File: config.mk
export PLATFORM = sky130hd
export DESIGN_NAME = memory_stage
export DESIGN_NICKNAME = d
export VERILOG_FILES = /design/src/rtl/memory_stage.sv
export SDC_FILE = /design/constraint.sdc
export NUM_CORES = 1
export LEC_CHECK = 0
export CAP_MARGIN = 20
export CORE_AREA = 2 2 188 190
export CTS_CLUSTER_DIAMETER = 40
export CTS_CLUSTER_SIZE = 12
export DETAILED_ROUTE_END_ITERATION = 7
export DIE_AREA = 0 0 190 192
export PLACE_DENSITY = 0.6
export SKIP_LAST_GASP = 1
export SYNTH_ARGS = -nofsm -noshare
export SYNTH_HDL_FRONTEND = slang
export SYNTH_SLANG_ARGS = --single-unit
File: constraint.sdc
create_clock -name clk -period 5.1 [get_ports clk]
set_clock_uncertainty 0.15 [all_clocks]
set_input_delay 0.51 -clock clk [delete_from_list [all_inputs] [get_ports clk]]
set_output_delay 0.51 -clock clk [all_outputs]
set_load 0.005 [all_outputs]
File: src/rtl/memory_stage.sv
// Memory stage of the in-order pipeline: issues one 64-bit data-bus access per
// load/store and hands the writeback record on through a valid/ready pair.
package pipes;
    typedef logic [63:0] word_t;
    typedef logic [4:0]  creg_addr_t;

    typedef struct packed {
        logic       b_jump;
        logic       memread;
        logic       memwrite;
        logic       regwrite;
        creg_addr_t dst;
    } ctl_t;

    typedef struct packed {
        word_t memdata;
        word_t result;
        ctl_t  ctl;
    } execute_data_t;

    typedef struct packed {
        logic       regwrite;
        creg_addr_t dst;
        word_t      regdata;
        word_t      memdata;
    } memory_data_t;
endpackage

module memory_stage
    import pipes::*;
(
    input  logic          clk,
    input  logic          reset,
    input  logic          in_valid,
    input  execute_data_t in_data,
    output logic          in_ready,
    output logic          dreq_valid,
    output logic [63:0]   dreq_addr,
    output logic [2:0]    dreq_size,
    output logic [7:0]    dreq_strobe,
    output logic [63:0]   dreq_data,
    input  logic          dresp_data_ok,
    input  logic [63:0]   dresp_data,
    output logic          out_valid,
    output memory_data_t  out_data,
    input  logic          out_ready
);

    typedef enum logic [1:0] {IDLE, BUSY, DONE} state_t;

    state_t     state;
    word_t      result_p1;
    word_t      memdata_p1;
    logic       memread_p1;
    logic       memwrite_p1;
    logic       regwrite_p1;
    creg_addr_t dst_p1;
    word_t      regdata_p1;

    logic in_xfer;
    logic out_xfer;
    logic in_mem;
    logic unused_bjump;

    // A store wins over a load when both flags are set.
    function automatic logic is_load(input logic rd, input logic wr);
        return rd & ~wr;
    endfunction

    always_comb begin
        in_ready = 1'b0;
        if (!reset) begin
            case (state)
                IDLE:    in_ready = 1'b1;
                DONE:    in_ready = out_ready;
                default: in_ready = 1'b0;
            endcase
        end
    end

    assign in_xfer      = in_valid & in_ready;
    assign out_xfer     = out_valid & out_ready;
    assign in_mem       = in_data.ctl.memread | in_data.ctl.memwrite;
    // Branch information has no consumer past execute.
    assign unused_bjump = in_data.ctl.b_jump;

    // Stage boundary: instruction latch, bus handshake and result register.
    always_ff @(posedge clk) begin
        if (reset) begin
            state       <= IDLE;
            dreq_valid  <= 1'b0;
            out_valid   <= 1'b0;
            result_p1   <= '0;
            memdata_p1  <= '0;
            memread_p1  <= 1'b0;
            memwrite_p1 <= 1'b0;
            regwrite_p1 <= 1'b0;
            dst_p1      <= '0;
            regdata_p1  <= '0;
        end else if (in_xfer) begin
            result_p1   <= in_data.result;
            memdata_p1  <= in_data.memdata;
            memread_p1  <= in_data.ctl.memread;
            memwrite_p1 <= in_data.ctl.memwrite;
            regwrite_p1 <= in_data.ctl.regwrite;
            dst_p1      <= in_data.ctl.dst;
            if (in_mem) begin
                state      <= BUSY;
                dreq_valid <= 1'b1;
                out_valid  <= 1'b0;
            end else begin
                state      <= DONE;
                dreq_valid <= 1'b0;
                out_valid  <= 1'b1;
                regdata_p1 <= in_data.result;
            end
        end else if (state == BUSY && dresp_data_ok) begin
            state      <= DONE;
            dreq_valid <= 1'b0;
            out_valid  <= 1'b1;
            regdata_p1 <= is_load(memread_p1, memwrite_p1) ? dresp_data : result_p1;
        end else if (out_xfer) begin
            state     <= IDLE;
            out_valid <= 1'b0;
        end
    end

    // Request fields come straight from the latch, so they hold until the response.
    assign dreq_addr   = result_p1;
    assign dreq_data   = memdata_p1;
    assign dreq_size   = 3'b011;
    assign dreq_strobe = {8{memwrite_p1}};

    assign out_data.regwrite = regwrite_p1;
    assign out_data.dst      = dst_p1;
    assign out_data.regdata  = regdata_p1;
    assign out_data.memdata  = memdata_p1;

endmodule
==> results.yml, run 1 <==
critical_path:
  worstPathCellList: "clkdlybuf4s50_1, nand2b_1, and3_4, buf_4, o21ai_0, a21oi_1"
  crit_fanout: 73
  cpMaxStageDelayCell: "buf_4"
  slowest_delay_ns: 0.82
  crit_buf_inv: 2
  crit_type: "primary input to flip-flop"
  cp.arrival_ns: 3.16
  endpoint_kind: "flip-flop"
  required_ns: 5.38
  startpoint_type: "primary input"
  critical_path.top_delay_family: "buffers and inverters"
cts:
  cts_max_level: 2
  clock-root-buffer: "clkbuf_16"
  cts_sinks: 203
  cts_setup_buffers: 0
  postCtsResizedCells: 0
  cts_made_buffers: 42
  cts-hold-fix-buffers: 0
  clkTransAtPathRegs_ns: 0.05
  cts_tree: "yes"
  clockBufferDepth: 3
  insertion_delay_ns: 0.51
placement:
  io_buffers: 477
  gp_congestion: 0.770
  dpl.hpwl_mm: 23.2
drt:
  vias_per_cell: 4.47
  wl_met2_mm: 16.5
  routed_wl_mm: 33.1
  first_pass_iters: 4
  post_drt_wl_per_cell_um: 17.9
  met3_length_mm: 2.84
  post-route-drc-count: 0
  vias: 8251
  wl_met1_mm: 13.1
  initialDrtViolationCount: 223
  highest_layer: "met5"
  ant_nets: 0
global_routing:
  gr-usage-all-layers_pct: 17.0
  grt_pass1_vias: 8103
  grt_pass1_wl_mm: 48.1
  antenna_found_initial: 2
  grt_overflow: 0
  grt_max_degree: 85
floorplanning:
  die_area_mm2: 0.0365
  pin_count: 482
  start_util_pct: 26.6
  die_w_um: 190
  rows: 68
  die_y_um: 192
  core_area_mm2: 0.0343
timing:
  post-route-period-util_pct: 56.4
  final.min_clock_period_ns: 2.88
  max_slew_margin_pct: 33.6
  rsz0062_at_grt: "no"
  timing.fmax_mhz: 348
  finalMaxSlewViolations: 0
  setup_viol: 0
  tightest_slew_ns: 0.994
  hold_violations: 0
  fin_tns_setup_ns: 0
hold_path:
  hold_path_class: "flip-flop to flip-flop"
cells_and_area:
  areaGrowthSynthToFinish_pct: 65.8
  fillers: 3262
  multi_input_area_mm2: 0.00410
  regArea_mm2: 0.00406
  fin_nets: 1563
  drive_gt1_share_pct: 14.6
synthesis:
  ys_top_cells_by_area: "dfxtp_1, nand2_1, o2bb2ai_2, mux2_2, a21oi_1"
  yosysSeqAreaShare_pct: 44.6
  synthCells: 975
  synth_area_mm2: 0.00911
  synth_top_area_cell: "dfxtp_1"
  syn_avg_cell_area_um2: 9.34
  synth-seq-cells: 203
  ys_types: 24
  yosys_warnings: 0
  synth_top_area_share_pct: 44.6
power:
  vdd_drop_max_mv: 0.230
  power.total_mw: 5.24
  powerDensity_mw_per_mm2: 347
  leakagePower_nw: 5.68
flow_run:
  cap_violations: 0
status:
  status: "completed"
sequential cells by signal, indices dropped and copies added, names as in the netlist:
name / count
regwrite_p1: 1
dst_p1: 5
state: 1
out_valid: 1
memwrite_p1: 1
dreq_valid: 1
memread_p1: 1
dreq_data: 64
regdata_p1: 64
dreq_addr: 64
cells in the mapped netlist:
cell type / n
buf_6: 1
buf_8: 5
o31a_1: 1
nand2b_1: 1
conb_1: 2
a211oi_2: 1
o21ai_0: 2
and3_1: 1
mux2i_1: 64
buf_2: 31
dfxtp_1: 203
nor2_1: 4
nand3_1: 1
a21oi_1: 139
nand2_1: 273
o2bb2ai_1: 14
nor2b_1: 2
nor3_1: 1
o2bb2ai_2: 50
clkbuf_1: 30
a22oi_4: 1
buf_4: 83
inv_1: 1
mux2_2: 64
final timing paths:
check,startpoint,end,slack [ns],depth (start not counted)
min,memread_p1,memread_p1,0.31,2
max,out_ready,state[0],2.22,6
min reg2reg,memread_p1,memread_p1,0.31,2
max reg2reg,state[0],state[0],2.31,5
where the power goes:
| group | switching, mW | total, mW | internal (mW) |
|---|---|---|---|
| clock | 0.894 | 2.83 | 1.93 |
| sequential | 0.0537 | 1.72 | 1.66 |
| combinational | 0.289 | 0.701 | 0.412 |
final cells by class:
cell class                      count  share of cell area, %
Sequential cell                   203                   26.9
Antenna cell                        1                 0.0166
Tap cell                          455                   3.77
Clock inverter                     24                   2.05
Timing Repair Buffer              487                   32.3
Clock buffer                       52                   7.75
Multi-Input combinational cell    622                   27.2
Inverter                            1                 0.0249
placed cells by master (no fill, tap or decap):
master / synthesis / routed
a211oi_4: 0 / 1
a21oi_1: 139 / 139
a22oi_4: 1 / 1
and3_4: 0 / 1
buf_12: 0 / 3
buf_4: 83 / 8
bufinv_16: 0 / 6
clkbuf_1: 30 / 3
clkbuf_16: 0 / 43
clkbuf_8: 0 / 6
clkdlybuf4s50_1: 0 / 476
clkinv_2: 0 / 6
clkinv_4: 0 / 4
clkinvlp_4: 0 / 5
conb_1: 2 / 3
dfxtp_1: 203 / 203
diode_2: 0 / 1
inv_1: 1 / 1
inv_6: 0 / 3
mux2_2: 64 / 64
mux2i_1: 64 / 64
nand2_1: 273 / 273
nand2b_1: 1 / 1
nand3_4: 0 / 1
nor2_1: 4 / 4
nor2b_1: 2 / 1
nor2b_4: 0 / 1
nor3_1: 1 / 1
o21ai_0: 2 / 2
o2bb2ai_1: 14 / 14
o2bb2ai_2: 50 / 50
o31a_1: 1 / 1
routing by layer:
metal,vias up,track usage (%)
li1,4011,-
met1,3847,19.5
met2,340,29.9
met3,51,5.66
met4,2,5.37
met5,-,0
logic make-up after synthesis:
logic type | count (synthesis) | share of synthesized area [%]
DFF | 203 | 44.6
other | 2 | 0.0824
buffers and inverters | 151 | 10.8
AOI/OAI and AO/OA | 208 | 17.8
muxes | 128 | 14.9
and+or+nand+nor | 283 | 11.8
per-stage QoR:
| stage | instance area, µm² | util, % | setup slack, ns | hold WS [ns] | std cells |
|---|---|---|---|---|---|
| final | 15100 | 44.1 | 2.22 | 0.305 | 1845 |
| after global routing | 15100 | 44.1 | 1.95 | 0.321 | 1845 |
| after CTS | 15100 | 44.0 | 2.13 | 0.308 | 1844 |
| after detailed placement | 13600 | 39.7 | 1.59 | 0.295 | 1768 |
| after global placement | 13600 | 39.7 | 1.57 | 0.293 | 1768 |
| after floorplan | 9110 | - | 3.26 | 0.282 | 976 |
worst reg2reg max path, cell delays in order, from the launching register on:
cell and delay, ns:
dfxtp_1 0.33, nor2_1 0.23, and3_4 0.76, buf_4 0.85
o21ai_0 0.23, a21oi_1 0.16
Power figures use the tool's default switching activity.
==> inputs of run 2 (changes only) <==
- PLACE_DENSITY: 0.6 -> 0.62
- clock period: 5.1 -> 2.62 ns (I/O delays scaled with it)
==> results.yml, run 2 (synthesis results as in run 1) <==
cells_and_area:
  drive_gt1_share_pct: 15.0
  final_cell_mix: "clkdlybuf4s50_1, nand2_1, dfxtp_1, a21oi_1"
  areaGrowthSynthToFinish_pct: 66.3
  utilization_pct: 44.2
  final_common_cell: "clkdlybuf4s50_1"
  fin_nets: 1572
global_routing:
  grt_overflow: 0
  grt_max_degree: 133
  grt_pass1_wl_mm: 47.6
  antenna_found_initial: 2
  gr-usage-all-layers_pct: 16.7
  grt_pass1_vias: 8189
cts:
  postCtsResizedCells: 0
  cts_tree: "yes"
  cts_sinks: 203
  cts-hold-fix-buffers: 1
  cts_setup_buffers: 0
  clkTransAtPathRegs_ns: 0.05
  cts_made_buffers: 39
  insertion_delay_ns: 0.50
  cts_max_level: 2
  clock-root-buffer: "clkbuf_16"
  clockBufferDepth: 3
floorplanning:
  start_util_pct: 26.6
  rows: 68
  pin_count: 482
  die_area_mm2: 0.0365
  core_area_mm2: 0.0343
  die_y_um: 192
  die_w_um: 190
power:
  powerDensity_mw_per_mm2: 639
  vdd_drop_max_mv: 0.372
  leakagePower_nw: 5.69
drt:
  post_drt_wl_per_cell_um: 17.4
  routed_wl_mm: 32.2
  vias_per_cell: 4.46
  ant_nets: 0
  post-route-drc-count: 0
  vias: 8261
  initialDrtViolationCount: 274
  first_pass_iters: 4
timing:
  fin_tns_setup_ns: 0
  max_slew_margin_pct: 42.3
  timing.fmax_mhz: 451
  post-route-period-util_pct: 84.6
  tightest_slew_ns: 0.866
  setup_viol: 0
  finalMaxSlewViolations: 0
  rsz0062_at_grt: "no"
  hold_violations: 0
  final.min_clock_period_ns: 2.22
critical_path:
  reg2reg_from: "memwrite_p1"
  crit_type: "primary input to output pin"
  endpoint_kind: "output pin"
  reg2reg_depth: 5
  cp.arrival_ns: 1.80
  reg2reg_to: "regdata_p1[14]"
  crit_fanout: 11
  required_ns: 2.21
  startpoint_type: "primary input"
  r2r_slack_ns: 0.61
placement:
  gp_congestion: 0.781
  dpl.hpwl_mm: 22.5
  io_buffers: 477
hold_path:
  hold_path_class: "primary input to flip-flop"
  hold-path-cell-count: 3
  min_from: "in_data[4]"
  min_to: "dst_p1[4]"
flow_run:
  cap_violations: 0
status:
  status: "completed"
-- run 2: cell types whose count changed in the layout (fill, tap and decap cells not counted) --
cell | previous run | this run
dlygate4sd3_1 | 0 | 1
clkinv_4 | 4 | 3
inv_8 | 0 | 2
clkbuf_8 | 6 | 2
diode_2 | 1 | 2
clkinvlp_4 | 5 | 9
clkbuf_1 | 3 | 1
clkbuf_16 | 43 | 39
buf_12 | 3 | 13
bufinv_16 | 6 | 4
buf_4 | 8 | 9
-- run 2: layout make-up --
class,count,area [µm²]
Sequential cell,203,4060
Timing Repair Buffer,499,5100
Multi-Input combinational cell,622,4100
Fill cell,3286,19100
Clock inverter,27,293
Inverter,1,3.75
Clock buffer,42,1010
Antenna cell,2,5.00
Tap cell,455,569
-- run 2: power by group --
part           switching, mW  internal [mW]
logic                  0.561          0.838
clock network           1.73           3.20
registers              0.107           3.23
-- run 2: worst max-delay path, stage by stage --
cell and delay (ns):
dlygate4sd3_1 0.54, buf_4 0.19, nor3_1 0.19, clkdlybuf4s50_1 0.62
-- run 2: stage by stage --
step,worst slack [ns],hold slack [ns],area (µm²),total power [mW],cells
after floorplan,0.911,0.248,9110,4.01,976
after global placement,0.311,0.294,13800,4.79,1779
after detailed placement,0.247,0.299,13800,4.81,1779
after CTS,0.389,0.125,15100,9.84,1849
after global routing,0.326,0.139,15100,10.1,1850
final,0.403,0.154,15100,9.68,1851
-- run 2: worst max path at each step --
stage,cells after the start,startpoint,endpoint
2_1_floorplan,6,memwrite_p1,regdata_p1[13]
3_3_place_gp,6,out_ready,regdata_p1[3]
3_5_place_dp,6,out_ready,regdata_p1[0]
4_1_cts,4,reset,in_ready
5_1_grt,3,out_valid,in_ready
6_report,4,reset,in_ready
-- run 2: routing by layer --
metal	GRT usage (%)	routed length (µm)
met1	18.7	12600
met2	29.7	15900
met3	5.34	2790
met4	5.69	861
met5	0	0
==> inputs of run 3 (changes only) <==
- clock period: 2.62 -> 1.8 ns (I/O delays scaled with it)
==> results.yml, run 3 (synthesis results as in run 1) <==
power:
  vdd_drop_max_mv: 0.492
  powerDensity_mw_per_mm2: 905
  leakagePower_nw: 6.47
critical_path:
  reg2reg_to: "regdata_p1[40]"
  critical_path.top_delay_family: "buffers and inverters"
  crit_type: "flip-flop to output pin"
  crit_buf_inv: 1
  worstPathCellList: "clkdlybuf4s50_1"
  r2r_slack_ns: 0.05
  endpoint: "dreq_addr[43]"
  required_ns: 1.47
  cp.arrival_ns: 1.43
  endpoint_kind: "output pin"
  startpoint: "dreq_addr[43]"
  crit_fanout: 3
  cpMaxStageDelayCell: "clkdlybuf4s50_1"
  path_depth: 1
  slowest_delay_ns: 0.54
  startpoint_type: "flip-flop"
  reg2reg_from: "memread_p1"
  reg2reg_depth: 7
floorplanning:
  rows: 68
  core_area_mm2: 0.0343
  die_y_um: 192
  die_area_mm2: 0.0365
  die_w_um: 190
  pin_count: 482
  start_util_pct: 26.6
timing:
  setup_viol: 0
  finalMaxSlewViolations: 0
  hold_violations: 0
  fin_tns_setup_ns: 0
  post-route-period-util_pct: 98.0
  timing.fmax_mhz: 567
  tightest_slew_ns: 0.698
  max_slew_margin_pct: 53.5
  rsz0062_at_grt: "yes"
  final.min_clock_period_ns: 1.76
  fin_hold_ws_ns: 0.0639
cells_and_area:
  final_cell_mix: "clkdlybuf4s50_1, nand2_1, dfxtp_1, a21oi_1, mux2_2"
  fin_nets: 1616
  multi_input_area_mm2: 0.00417
  utilization_pct: 46.4
  final_common_cell: "clkdlybuf4s50_1"
  fillers: 3187
  areaGrowthSynthToFinish_pct: 74.5
  final_area_mm2: 0.0159
  drive_gt1_share_pct: 19.3
  regArea_mm2: 0.00408
drt:
  ant_nets: 0
  vias_per_cell: 4.48
  vias: 8479
  post_drt_wl_per_cell_um: 17.8
  routed_wl_mm: 33.7
  post-route-drc-count: 0
  initialDrtViolationCount: 272
  first_pass_iters: 4
cts:
  clock-root-buffer: "clkbuf_16"
  clkTransAtPathRegs_ns: 0.05
  cts_sinks: 203
  cts_max_level: 2
  insertion_delay_ns: 0.51
  cts_made_buffers: 38
  clockBufferDepth: 3
  cts_tree: "yes"
global_routing:
  grt_max_degree: 138
  antenna_found_initial: 2
  grt_pass1_vias: 8381
  gr-usage-all-layers_pct: 17.3
  grt_pass1_wl_mm: 49.1
  grt_overflow: 0
placement:
  placement.cell_area_mm2: 0.0143
  gp_congestion: 0.802
  dpl.hpwl_mm: 24.1
  io_buffers: 477
hold_path:
  hold_path_class: "primary input to flip-flop"
flow_run:
  cap_violations: 0
status:
  status: "completed"
-- run 3: worst min-delay path by stage --
stage,start,end,cells past startpoint
floorplan,in_data[7],memread_p1,2
global placement,regdata_p1[63],regdata_p1[63],1
finish,in_data[78],dreq_data[5],3
detailed placement,dst_p1[2],dst_p1[2],2
global route,in_data[78],dreq_data[5],3
CTS,in_data[100],dreq_data[27],3
-- run 3: final cells by class --
type / instances / share of cell area (%)
timing repair buffer: 544 / 36.1
multi-input combinational: 622 / 26.2
sequential: 203 / 25.7
clock buffer: 52 / 7.22
tap: 455 / 3.58
clock inverter: 16 / 1.14
inverter: 1 / 0.0236
antenna: 1 / 0.0157
-- run 3: report_power, final --
| group | switching (mW) | internal (mW) | total (mW) |
|---|---|---|---|
| Sequential | 0.156 | 4.71 | 4.86 |
| Combinational | 0.874 | 1.36 | 2.23 |
| Clock | 2.40 | 4.89 | 7.29 |
-- run 3: worst min-delay path, delay by kind of cell --
| kind | cells | cell delay [ns] |
|---|---|---|
| and+or+nand+nor | 1 | 0.05 |
| buffers and inverters | 1 | 0.40 |
| AOI/OAI and AO/OA | 1 | 0.05 |
-- run 3: repair_timing --
action / CTS / global route
pin swaps: 0 / 1
setup endpoints to repair: 36 / 88
setup buffers: 1 / 2
cloned: 2 / 2
gates resized for setup: 22 / 49
hold endpoints to repair: 1 / 0
hold buffers: 1 / 0
-- run 3: per-stage QoR --
| stage | instances | total power [mW] | setup WS (ns) |
|---|---|---|---|
| finish | 1894 | 14.4 | 0.0365 |
| global route | 1893 | 15.0 | -0.0572 |
| CTS | 1889 | 14.6 | -0.0709 |
| detailed placement | 1817 | 7.14 | -0.283 |
| global placement | 1817 | 7.12 | -0.254 |
| floorplan | 976 | 5.84 | 0.0910 |
-- run 3: layer usage --
metal,track usage [%],vias up,routed length [µm]
li1,-,4124,-
met1,20.1,3954,13400
met2,29.6,340,16500
met3,5.85,59,2860
met4,5.93,2,929
met5,0,-,16
